`config.mk`:
```
export PLATFORM = sky130hd
export DESIGN_NAME = uart_tx_arbiter
export DESIGN_NICKNAME = d
export VERILOG_FILES = /design/src/rtl/uart_pkg.sv /design/src/rtl/uart_rr_pick.sv /design/src/rtl/uart_tx_arbiter.sv
export SDC_FILE = /design/constraint.sdc
export NUM_CORES = 1
export LEC_CHECK = 0
export BUFFER_PORTS_ARGS = -buffer_cell sky130_fd_sc_hd__buf_4
export CAP_MARGIN = 5
export CELL_PAD_IN_SITES_DETAIL_PLACEMENT = 1
export CELL_PAD_IN_SITES_GLOBAL_PLACEMENT = 1
export CORE_MARGIN = 2
export CORE_UTILIZATION = 34
export CTS_CLUSTER_DIAMETER = 80
export DETAILED_ROUTE_END_ITERATION = 16
export GPL_ROUTABILITY_DRIVEN = 0
export PLACE_DENSITY = 0.78
export SLEW_MARGIN = 20
export SYNTH_ARGS = -nofsm -noshare
export SYNTH_HDL_FRONTEND = slang
export SYNTH_SLANG_ARGS = --single-unit
```
`constraint.sdc`:
```
create_clock -name txclk -period 2 [get_ports txclk]
set_input_delay 0.5 -clock txclk [delete_from_list [all_inputs] [get_ports txclk]]
set_output_delay 0.5 -clock txclk [all_outputs]
set_load 0.01 [all_outputs]
```
`src/rtl/uart_pkg.sv`:
```
// Shared types and constants for the UART transmit arbiter.
// The state encoding is fixed at 3 bits so unused codes can be recovered.
package uart_pkg;

    localparam int UART_BYTE_W       = 8;
    localparam int UART_FRAME_CYCLES = 10;

    typedef enum logic [2:0] {
        IDLE = 3'd0,
        LOAD = 3'd1,
        WAIT = 3'd2,
        SEND = 3'd3,
        GAP  = 3'd4
    } arb_state_e;

endpackage

```
`src/rtl/uart_rr_pick.sv`:
```
// Combinational round-robin selector: first asserted request searching
// upward from rr_ptr_i+1, wrapping modulo NUM_REQ.
module uart_rr_pick #(
    parameter int NUM_REQ = 4,
    parameter int ID_W    = 2
) (
    input  logic [NUM_REQ-1:0] req_i,
    input  logic [ID_W-1:0]    rr_ptr_i,
    output logic [ID_W-1:0]    sel_o,
    output logic               any_o
);

    logic            found;
    logic [ID_W-1:0] idx_w;

    always_comb begin
        any_o = |req_i;
        sel_o = '0;
        found = 1'b0;
        idx_w = '0;
        for (int k = 1; k <= NUM_REQ; k++) begin
            idx_w = ID_W'((int'(rr_ptr_i) + k) % NUM_REQ);
            if (!found && req_i[idx_w]) begin
                sel_o = idx_w;
                found = 1'b1;
            end
        end
    end

endmodule

```
`src/rtl/uart_tx_arbiter.sv`:
```
// Round-robin scheduler sharing one UART transmitter among NUM_REQ requesters.
// Optional WAIT/SEND watchdog enabled by defining UART_ARB_TIMEOUT_EN.
//
// state | meaning
// IDLE  | waiting for a request while the UART reports tx_empty
// LOAD  | one-cycle load strobe and requester acknowledge
// WAIT  | enable held, waiting for the UART to go busy
// SEND  | enable held until the UART returns to empty
// GAP   | enforced idle time with enable low between frames
module uart_tx_arbiter
    import uart_pkg::*;
#(
    parameter int NUM_REQ        = 4,
    parameter int ID_W           = 2,
    parameter int GAP_CYCLES     = 2,
    parameter int TIMEOUT_CYCLES = 32
) (
    input  logic                           txclk,
    input  logic                           reset,
    input  logic [NUM_REQ-1:0]             req,
    input  logic [NUM_REQ*UART_BYTE_W-1:0] req_data,
    output logic [NUM_REQ-1:0]             req_ack,
    output logic                           busy,
    output logic [ID_W-1:0]                cur_id,
    output logic                           frame_done,
    output logic                           tx_timeout_err,
    output logic                           ld_tx_data,
    output logic [UART_BYTE_W-1:0]         tx_data,
    output logic                           tx_enable,
    input  logic                           tx_empty
);

    if (ID_W != $clog2(NUM_REQ)) begin : g_bad_id_w
        $error("uart_tx_arbiter: ID_W must equal clog2(NUM_REQ)");
    end
    if (TIMEOUT_CYCLES < 2) begin : g_bad_timeout
        $error("uart_tx_arbiter: TIMEOUT_CYCLES must be at least 2");
    end

    localparam int GAP_W = (GAP_CYCLES > 2) ? $clog2(GAP_CYCLES) : 1;
    localparam logic [GAP_W-1:0] GAP_LOAD =
        (GAP_CYCLES > 0) ? GAP_W'(GAP_CYCLES - 1) : '0;
    localparam arb_state_e AFTER_FRAME = (GAP_CYCLES == 0) ? IDLE : GAP;

    arb_state_e             state_q, state_d;
    logic [ID_W-1:0]        rr_ptr_q, rr_ptr_d;
    logic [ID_W-1:0]        cur_id_q, cur_id_d;
    logic [UART_BYTE_W-1:0] tx_data_q, tx_data_d;
    logic [NUM_REQ-1:0]     req_ack_q, req_ack_d;
    logic                   ld_q, ld_d;
    logic                   en_q, en_d;
    logic                   busy_q, busy_d;
    logic                   done_q, done_d;
    logic [GAP_W-1:0]       gap_q, gap_d;
    logic                   timeout_hit;
    logic                   abort;
    logic [ID_W-1:0]        sel;
    logic                   any;

`ifdef UART_ARB_TIMEOUT_EN
    localparam int TO_W = $clog2(TIMEOUT_CYCLES);
    logic [TO_W-1:0] to_cnt_q, to_cnt_d;
    logic            to_err_q, to_err_d;

    assign timeout_hit    = (to_cnt_q == '0);
    assign tx_timeout_err = to_err_q;
`else
    assign timeout_hit    = 1'b0;
    assign tx_timeout_err = 1'b0;
`endif

    uart_rr_pick #(
        .NUM_REQ (NUM_REQ),
        .ID_W    (ID_W)
    ) u_pick (
        .req_i    (req),
        .rr_ptr_i (rr_ptr_q),
        .sel_o    (sel),
        .any_o    (any)
    );

    always_comb begin
        state_d   = state_q;
        rr_ptr_d  = rr_ptr_q;
        cur_id_d  = cur_id_q;
        tx_data_d = tx_data_q;
        gap_d     = gap_q;
        done_d    = 1'b0;
        abort     = 1'b0;
`ifdef UART_ARB_TIMEOUT_EN
        to_cnt_d  = to_cnt_q;
        to_err_d  = to_err_q;
        if (state_q == WAIT || state_q == SEND) begin
            to_cnt_d = to_cnt_q - 1'b1;
        end
`endif

        case (state_q)
            IDLE: begin
                // A busy UART must never be loaded, even with requests pending.
                if (any && tx_empty) begin
                    state_d   = LOAD;
                    cur_id_d  = sel;
                    rr_ptr_d  = sel;
                    tx_data_d = req_data[int'(sel)*UART_BYTE_W +: UART_BYTE_W];
                end
            end
            LOAD: begin
                state_d = WAIT;
`ifdef UART_ARB_TIMEOUT_EN
                to_cnt_d = TO_W'(TIMEOUT_CYCLES - 1);
`endif
            end
            WAIT: begin
                if (!tx_empty) begin
                    state_d = SEND;
                end
                abort = timeout_hit;
            end
            SEND: begin
                if (tx_empty) begin
                    done_d  = 1'b1;
                    state_d = AFTER_FRAME;
                    gap_d   = GAP_LOAD;
                end else begin
                    abort = timeout_hit;
                end
            end
            GAP: begin
                if (gap_q == '0) begin
                    state_d = IDLE;
                end else begin
                    gap_d = gap_q - 1'b1;
                end
            end
            default: state_d = IDLE;
        endcase

        if (abort) begin
            state_d = AFTER_FRAME;
            gap_d   = GAP_LOAD;
`ifdef UART_ARB_TIMEOUT_EN
            to_err_d = 1'b1;
`endif
        end

        // Outputs are registered from the next state so they line up with it.
        ld_d      = (state_d == LOAD);
        en_d      = (state_d == LOAD) || (state_d == WAIT) || (state_d == SEND);
        busy_d    = (state_d != IDLE);
        req_ack_d = ld_d ? (NUM_REQ'(1) << cur_id_d) : '0;
    end

    always_ff @(posedge txclk or negedge reset) begin
        if (!reset) begin
            state_q   <= IDLE;
            rr_ptr_q  <= ID_W'(NUM_REQ - 1);
            cur_id_q  <= '0;
            tx_data_q <= '0;
            req_ack_q <= '0;
            ld_q      <= 1'b0;
            en_q      <= 1'b0;
            busy_q    <= 1'b0;
            done_q    <= 1'b0;
            gap_q     <= '0;
`ifdef UART_ARB_TIMEOUT_EN
            to_cnt_q  <= '0;
            to_err_q  <= 1'b0;
`endif
        end else begin
            state_q   <= state_d;
            rr_ptr_q  <= rr_ptr_d;
            cur_id_q  <= cur_id_d;
            tx_data_q <= tx_data_d;
            req_ack_q <= req_ack_d;
            ld_q      <= ld_d;
            en_q      <= en_d;
            busy_q    <= busy_d;
            done_q    <= done_d;
            gap_q     <= gap_d;
`ifdef UART_ARB_TIMEOUT_EN
            to_cnt_q  <= to_cnt_d;
            to_err_q  <= to_err_d;
`endif
        end
    end

    assign req_ack    = req_ack_q;
    assign busy       = busy_q;
    assign cur_id     = cur_id_q;
    assign frame_done = done_q;
    assign ld_tx_data = ld_q;
    assign tx_data    = tx_data_q;
    assign tx_enable  = en_q;

endmodule

```
== Word-level counts from Yosys, hierarchy flattened ==
Index checks and enable logic that the tools add are counted.

* Shift operators: 2
* Muxes and demuxes: 28
* $add $sub $neg: 5
* Equal/unequal tests: 8
* Reduce and logical (&&, ||, !) cells: 15
* Order comparisons: 4

{| class="wikitable"
|+ Operator list
! operator !! number
|-
| $shiftx A32 B6 Y8 || 1
|-
| $pmux W3 S5 || 1
|-
| $eq A3 B2 Y1 const B || 4
|-
| $lt A2 B3 Y1 const B || 4
|-
| $mux W2 || 6
|-
| $mux W3 || 4
|-
| $mux W1 || 11
|-
| $bmux W1 S2 || 4
|-
| $eq A3 B1 Y1 const B || 2
|-
| $add A2 B1 Y2 const B || 2
|-
| $add A2 B2 Y2 const B || 2
|-
| $logic_and A1 B1 Y1 || 4
|-
| $mux W4 || 1
|-
| $reduce_and A2 Y1 || 2
|-
| $reduce_or A4 Y1 || 1
|-
| $shl A1 B2 Y4 const A || 1
|-
| $eq A3 B3 Y1 const B || 1
|-
| $logic_not A1 Y1 || 3
|-
| $logic_not A3 Y1 || 1
|-
| $reduce_bool A3 Y1 || 1
|-
| $logic_or A1 B1 Y1 || 2
|-
| $ne A2 B2 Y1 const B || 1
|-
| $pmux W1 S2 || 1
|-
| $reduce_bool A2 Y1 || 1
|-
| $sub A1 B1 Y1 const B || 1
|}

* Bits in registers: 24
* Word-level logic and storage cells: 72
* Output and inout bits: 19
* Input bits: 39

== Longest topological paths before layout ==
Gate-level depths: netlist of run 1.

* Depth in word-level cells: 17
* Mapped depth: 7
* Mapped depth without buffers: 5

== Cells and area by module ==
From an unflattened synthesis of run 1, not the netlist that was laid out.

* Cell total of the unflattened synthesis: 84
* Area, all modules: 1202.4 µm²

{| class="wikitable"
|+ By module, submodules not included
! module !! sequential area each (µm²) !! area each (µm²) !! instances !! cells an instance
|-
| uart_tx_arbiter || 603.1 || 1121.1 || 1 || 70
|-
| uart_rr_pick || 0.0 || 81.3 || 1 || 14
|}

== Worst setup path after synthesis of run 1 ==
No wires, ideal clock.

* Path kind: input to register
* Start: in req[3]
* End: reg tx_data_q[3], in the netlist tx_data[3]
* Slack: 0.182 ns
* Arrival time: 1.687 ns
* Stages on the path: 7
* Path through: nor2b_4 > o21a_1 > buf_6 > nor3_4 > buf_6 > mux2i_1 > o211ai_2

* Longest elaborated chain between the ends: 13
* Elaborated cells between the ends (all ways): 25
* Those cells by class: 1 x shift; 15 x mux; 9 x reduce/logical

{| class="wikitable"
|+ Ends and longest elaborated chain
! item !! line !! source
|-
| start: declaration || uart_tx_arbiter.sv:20 || <nowiki>input logic [NUM_REQ-1:0] req,</nowiki>
|-
| $bmux W1 S2 || uart_rr_pick.sv:23 || <nowiki>if (!found && req_i[idx_w]) begin</nowiki>
|-
| $mux W1 (not written as such) || uart_rr_pick.sv:23 ||
|-
| $mux W1 || uart_rr_pick.sv:23 ||
|-
| $logic_not A1 Y1 || uart_rr_pick.sv:23 ||
|-
| $logic_and A1 B1 Y1 || uart_rr_pick.sv:23 ||
|-
| $mux W1 || uart_rr_pick.sv:23 ||
|-
| $logic_not A1 Y1 || uart_rr_pick.sv:23 ||
|-
| $logic_and A1 B1 Y1 || uart_rr_pick.sv:23 ||
|-
| $mux W1 || uart_rr_pick.sv:23 ||
|-
| $logic_not A1 Y1 || uart_rr_pick.sv:23 ||
|-
| $logic_and A1 B1 Y1 || uart_rr_pick.sv:23 ||
|-
| $mux W2 || uart_rr_pick.sv:23 ||
|-
| $shiftx A32 B6 Y8 || uart_tx_arbiter.sv:105 || <nowiki>tx_data_d = req_data[int'(sel)*UART_BYTE_W +: UART_BYTE_W];</nowiki>
|-
| end signal: assignment || uart_tx_arbiter.sv:174 || <nowiki>tx_data_q <= tx_data_d;</nowiki>
|-
| end: declaration || uart_tx_arbiter.sv:48 || <nowiki>logic [UART_BYTE_W-1:0] tx_data_q, tx_data_d;</nowiki>
|}

Several ways; a longest one is shown, not always the timed one. The select of a mux whose other input is x is not followed.
A chain may end at the register's enable or synchronous reset.

== Worst setup path in the final report of run 1 ==
* Start: reg state_q[2]
* End: reg tx_data_q[7], in the netlist tx_data[7]

* Longest elaborated chain between the ends: 2

{| class="wikitable"
|+ Ends and longest elaborated chain
! item !! line !! source
|-
| start: declaration || uart_tx_arbiter.sv:45 || <nowiki>arb_state_e state_q, state_d;</nowiki>
|-
| start signal: assignment || uart_tx_arbiter.sv:171 || <nowiki>state_q <= state_d;</nowiki>
|-
| $logic_not A3 Y1 || uart_tx_arbiter.sv:98 || <nowiki>case (state_q)</nowiki>
|-
| $reduce_and A2 Y1 (no line) || -- ||
|}

No other way between the ends.

==> impl_metrics.tcl, run 1 <==
set metrics [dict create \
    worstMarginPinSlew_ns 0.609 \
    powerDensity_nw_per_um2 1250 \
    netlist.top_cell.by_area "dfrtp_1" \
    power_leakage_nw 0.909 \
    required_ns 2.18 \
    antenna-diode-count 0 \
    clk_pin_slew_ns 0.09 \
    ys_seq_area_frac 0.459 \
    netlist_instances 123 \
    drc 0 \
    synth_common_cells "dfrtp_1, nand2_1" \
    hold_class "in -> async" \
    crit_path_end_kind "register" \
    grt_pass1_wl_um 6130 \
    relSlewSlack 0.590 \
    switching_power_mw 0.834 \
    postCtsSetupRepairBufs 0 \
    cts_tree "done" \
    ys_ff_latch 24 \
    fin_nets 222 \
    synth.area.top_cells "dfrtp_1, o211ai_2, mux2i_1" \
    synth_nets 162 \
    insertion_delay_ns 0.26 \
    worst_clock_skew_ns 0.00539 \
    cts_htree_levels 1 \
    cts_hold_buf 0 \
    timing.final.crit_share 0.902 \
    numCtsBuffers 3 \
    io_buffers 56 \
    drt_iter0_drc 32 \
    antenna_left 0 \
    ctsResizeCount 0 \
    grt_use_total 0.184 \
    die-area_um2 4380 \
    seqPwrFrac 0.354 \
    synth_most_common_cell "dfrtp_1" \
    io_pins 58 \
    viasPerCell 5.21 \
    wirelength_um 3630 \
    syn_area_per_cell_um2 10.7 \
    drive_gt1_frac 0.451 \
    ir_drop_v 0.000397 \
    vias 1198 \
    fp.dieH_um 66.2 \
    ys_types 35 \
    antenna_found_initial 0 \
    root_buffer "clkbuf_8" \
    synthArstFlopShare 1.00 \
    placed_cells 226 \
    start_util 0.357 \
    yosysTopAreaCellShare 0.419 \
    grt_pass1_vias 1304 \
    yosys_most_used_dff "dfrtp_1" \
    slew_viol_final 0 \
    clockPowerShare 0.178 \
    switching_share 0.356 \
    cp.arrival_ns 1.98 \
    die_w_um 66.2 \
    synth_edf_count 0 \
    total_power_mw 2.35 \
    fmax_mhz 554 \
    yosys_warnings 0 \
    intPower_mw 1.51 \
    core_um2 3690 \
    synthToLayoutAreaGrowth_pct 42.5 \
    wl_per_cell_um 15.8 \
    rsz0062_at_grt "no" \
    grt-ovfl-total 0 \
    fin_tns_setup_ns 0 \
    num_rows 22 \
    path_class "reg -> reg" \
    cts_sinks 24 \
    cp_max_fo 12 \
    worstSetupStartpointType "register" \
    hpwl_um 2980 \
    worstRegToRegCells 4 \
    hold_viol 0 \
    setup_viol 0 \
    netlist_area_um2 1320 \
    final_cells 230 \
    combPwrFrac 0.467 \
    post-route-min-period_ns 1.80 \
    outcome "finished, final reports clean" \
    cap_viol_max_count 0 \
    firstDrtPassIters 4 \
    clk_path_buf_depth 2 \
    grt_max_degree 25 \
]
## metal layers
metal,global-route usage,wire length (µm),vias to the layer above
met2,0.335,1930,38
met5,0,0,-
li1,-,-,573
met4,0.0561,25,0
met1,0.224,1480,585
met3,0.0221,187,2
## area by class of cell
class | instances | area, µm²
clock buffers | 3 | 41.3
clock inverters | 1 | 30.0
fillers | 425 | 1810
inverters | 1 | 3.75
multi-input cells | 92 | 666
flip-flops and latches | 24 | 603
well taps | 48 | 60.1
repair buffers | 61 | 470
## critical path: stages, from the launching register on
cell	delay, ns
dfrtp_1	0.44
or4_4	0.59
inv_2	0.13
nand3_2	0.28
o211ai_1	0.27
## power groups by stage
stage          Combinational (mW)  Clock [mW]  Sequential (mW)
3_3_place_gp                 1.05           0            0.830
4_1_cts                      1.12       0.420            0.830
3_5_place_dp                 1.11           0            0.837
6_report                     1.10       0.419            0.831
2_1_floorplan               0.601           0            0.866
5_1_grt                      1.21       0.451            0.857
## sequential cells by signal, summed over array words and instances (netlist names)
register    flops
busy            1
cur_id          2
frame_done      1
gap_q           1
ld_tx_data      1
req_ack         4
rr_ptr_q        2
state_q         3
tx_data         8
tx_enable       1
## kinds of logic (layout without fill, tap and decap cells)
group | after synthesis | in the layout | share of synthesized area
simple gates | 44 | 44 | 0.209
mux | 8 | 8 | 0.0609
compound gates | 39 | 39 | 0.233
flops | 24 | 24 | 0.459
other cells | 1 | 1 | 0.00285
buf+inv | 7 | 66 | 0.0352
## placed cells by master, fill, tap and decap left out, types with 2 or more instances in the layout
cell / netlist / routed
o21a_1: 2 / 2
nand2b_1: 3 / 3
nand2_1: 12 / 12
dfstp_2: 2 / 2
o211ai_2: 7 / 7
nor2_1: 7 / 7
a21oi_2: 2 / 2
o31a_1: 8 / 8
a21oi_1: 2 / 2
buf_4: 1 / 60
dfrtp_1: 22 / 22
nor2b_1: 4 / 4
or2_1: 2 / 2
o21ai_0: 5 / 5
clkbuf_8: 0 / 3
o21ai_1: 8 / 8
and4_1: 8 / 8
mux2i_1: 8 / 8
## per-stage QoR
step	cell area [µm²]	util	setup WS [ns]	hold slack, ns
after CTS	1870	0.508	0.175	0.126
after global placement	1800	0.489	0.132	0.404
final	1870	0.508	0.196	0.113
after global routing	1870	0.508	0.0859	0.129
after floorplan	1320	-	0.182	0.204
after detailed placement	1800	0.489	0.0292	0.412
## final timing paths
| path | to | slack [ns] | startpoint |
|---|---|---|---|
| max in group asynchronous | rr_ptr_q[1] | 1.61 | reset |
| min | ld_tx_data | 0.11 | reset |
| min in group txclk | state_q[0] | 0.47 | tx_empty |
| max reg2reg | tx_data[7] | 0.20 | state_q[2] |
| min reg2reg | cur_id[1] | 0.51 | cur_id[1] |
| max | tx_data[7] | 0.20 | state_q[2] |
No activity file was read; power rests on OpenSTA's default activity.
==> inputs of run 2 (changes only) <==
--- a/config.mk
+++ b/config.mk
@@ -10,9 +10,9 @@
 export CELL_PAD_IN_SITES_DETAIL_PLACEMENT = 1
 export CELL_PAD_IN_SITES_GLOBAL_PLACEMENT = 1
-export CORE_MARGIN = 2
 export CORE_UTILIZATION = 34
 export CTS_CLUSTER_DIAMETER = 80
 export DETAILED_ROUTE_END_ITERATION = 16
 export GPL_ROUTABILITY_DRIVEN = 0
+export GPL_TIMING_DRIVEN = 0
 export PLACE_DENSITY = 0.78
 export SLEW_MARGIN = 20
==> constraint.sdc (replaced) <==
create_clock -name txclk -period 2 [get_ports txclk]
set_input_delay 0.5 -clock txclk [delete_from_list [all_inputs] [get_ports txclk]]
set_output_delay 0.5 -clock txclk [all_outputs]
set_load 0.1 [all_outputs]
==> run 2 against run 1 <==
  * Final cell count is 1.3% higher
  * Register-to-register slack worse by 0.08 ns
  * Power is 34% higher
  * Flip-flop and latch count unchanged
  * Clock power fell by 24%
  * Critical path depth is 3 higher
  * Die area down 6.0%
  * Critical path type unchanged
  * Largest power group unchanged
==> impl_metrics.tcl, run 2 (synthesized netlist as in run 1, its figures left out) <==
set metrics [dict create \
    outcome "finished, final reports clean" \
    path_class "reg -> reg" \
    die_w_um 64.2 \
    firstDrtPassIters 2 \
    cts_hold_buf 0 \
    clk_path_buf_depth 2 \
    fp.dieH_um 64.2 \
    final_common_cell "buf_4" \
    required_ns 2.14 \
    worst_slack_ns 0.115 \
    power_leakage_nw 0.905 \
    cp_max_fo 10 \
    vias 1178 \
    grt-ovfl-total 0 \
    hold_class "in -> async" \
    slew_viol_final 0 \
    r2r_slack_ns 0.11 \
    hpwl_um 2810 \
    drc 0 \
    dp_slack_ns -0.167 \
    nFillCells 432 \
    antenna-diode-count 0 \
    fin_tns_setup_ns 0 \
    core_um2 3690 \
    worst_clock_skew_ns 0.00557 \
    clk_pin_slew_ns 0.08 \
    wl_per_cell_um 15.0 \
    drive_gt1_frac 0.449 \
    synthToLayoutAreaGrowth_pct 41.9 \
    timing.final.crit_share 0.943 \
    post-route-min-period_ns 1.89 \
    crit_path_end_kind "register" \
    worstRegToRegCells 7 \
    rr_endpoint "tx_data[6]" \
    cts_tree "done" \
    insertion_delay_ns 0.26 \
    drt_iter0_drc 36 \
    ir_drop_v 0.000597 \
    io_buffers 56 \
    num_rows 22 \
    numCtsBuffers 3 \
    hold_viol 0 \
    cap_viol_max_count 0 \
    start_util 0.357 \
    relSlewSlack 0.572 \
    fmax_mhz 530 \
    largest_register_ffs 8 \
    wirelength_um 3500 \
    antenna_left 0 \
    powerDensity_nw_per_um2 1690 \
    fin_nets 225 \
    worstSetupStartpointType "register" \
    rsz0062_at_grt "no" \
    r2r_start "rr_ptr_q[0]" \
    setup_viol 0 \
    viasPerCell 5.06 \
    cp.arrival_ns 2.03 \
    antenna_found_initial 0 \
    grt_pass1_vias 1214 \
    root_buffer "clkbuf_8" \
    grt_max_degree 25 \
    io_pins 58 \
    cts_sinks 24 \
    grt_use_total 0.184 \
    cts_htree_levels 1 \
    ctsResizeCount 0 \
    layout_common_cells "buf_4, dfrtp_1, nand2_1" \
    worstMarginPinSlew_ns 0.635 \
    die-area_um2 4120 \
    grt_pass1_wl_um 5820 \
]
run 2: cell types whose count changed in the layout (fill, tap and decap cells not counted), sizes merged:
| cell | change |
|---|---|
| buf | +1 |
| bufinv | -1 |
| clkbuf | +3 |
run 2: layer usage:
| metal | wire length, µm | track usage | vias to the layer above |
|---|---|---|---|
| met4 | 59 | 0.0833 | 0 |
| met3 | 100 | 0.0125 | 4 |
| met2 | 1770 | 0.301 | 27 |
| li1 | - | - | 583 |
| met5 | 0 | 0 | - |
| met1 | 1560 | 0.249 | 564 |
run 2: cell type report:
type                    instances  area [µm²]  share of cell area
plain buffers                   6        42.5              0.0228
clock buffers                   4        55.1              0.0295
inverters                       1        3.75             0.00201
multi-input cells              92         666               0.357
flip-flops and latches         24         603               0.323
well taps                      48        60.1              0.0322
repair buffers                 58         435               0.233
run 2: worst max-delay path by stage:
stage	startpoint	end	slack, ns	depth (start not counted)
after global routing	rr_ptr_q[0]	tx_data[1]	0.0007	7
after CTS	rr_ptr_q[0]	tx_data[6]	0.02	6
after floorplan	req[3]	tx_data[3]	0.18	7
final	rr_ptr_q[0]	tx_data[6]	0.11	7
after detailed placement	req[3]	tx_data[6]	-0.17	8
after global placement	req[3]	tx_data[4]	-0.09	8
run 2: worst max-delay path, stage by stage (launching register included):
cell and delay [ns]:
dfstp_2 0.58, nor2b_4 0.05, o21a_1 0.21, buf_6 0.15
nor3_4 0.25, buf_6 0.19, mux2i_1 0.25, o211ai_2 0.09
run 2: power by group:
part	leakage (nW)	total [mW]	internal, mW	switching (mW)
logic	0.580	2.02	0.560	1.46
clock network	0.0288	0.319	0.175	0.144
registers	0.296	0.819	0.688	0.131
run 2: repair_timing:
item / in CTS / in global routing
setup buffers: 0 / 2
endpoints found under the setup margin: 3 / 4
pin swaps: 1 / 1
run 2: per-stage QoR:
stage / cell area [µm²] / hold WS (ns) / utilization / total power [mW] / cells
floorplan: 1320 / 0.204 / - / 2.36 / 123
global placement: 1800 / 0.407 / 0.487 / 2.76 / 227
detailed placement: 1800 / 0.414 / 0.487 / 2.82 / 227
CTS: 1850 / 0.128 / 0.502 / 3.15 / 231
global route: 1870 / 0.136 / 0.506 / 3.33 / 233
finish: 1870 / 0.122 / 0.506 / 3.15 / 233
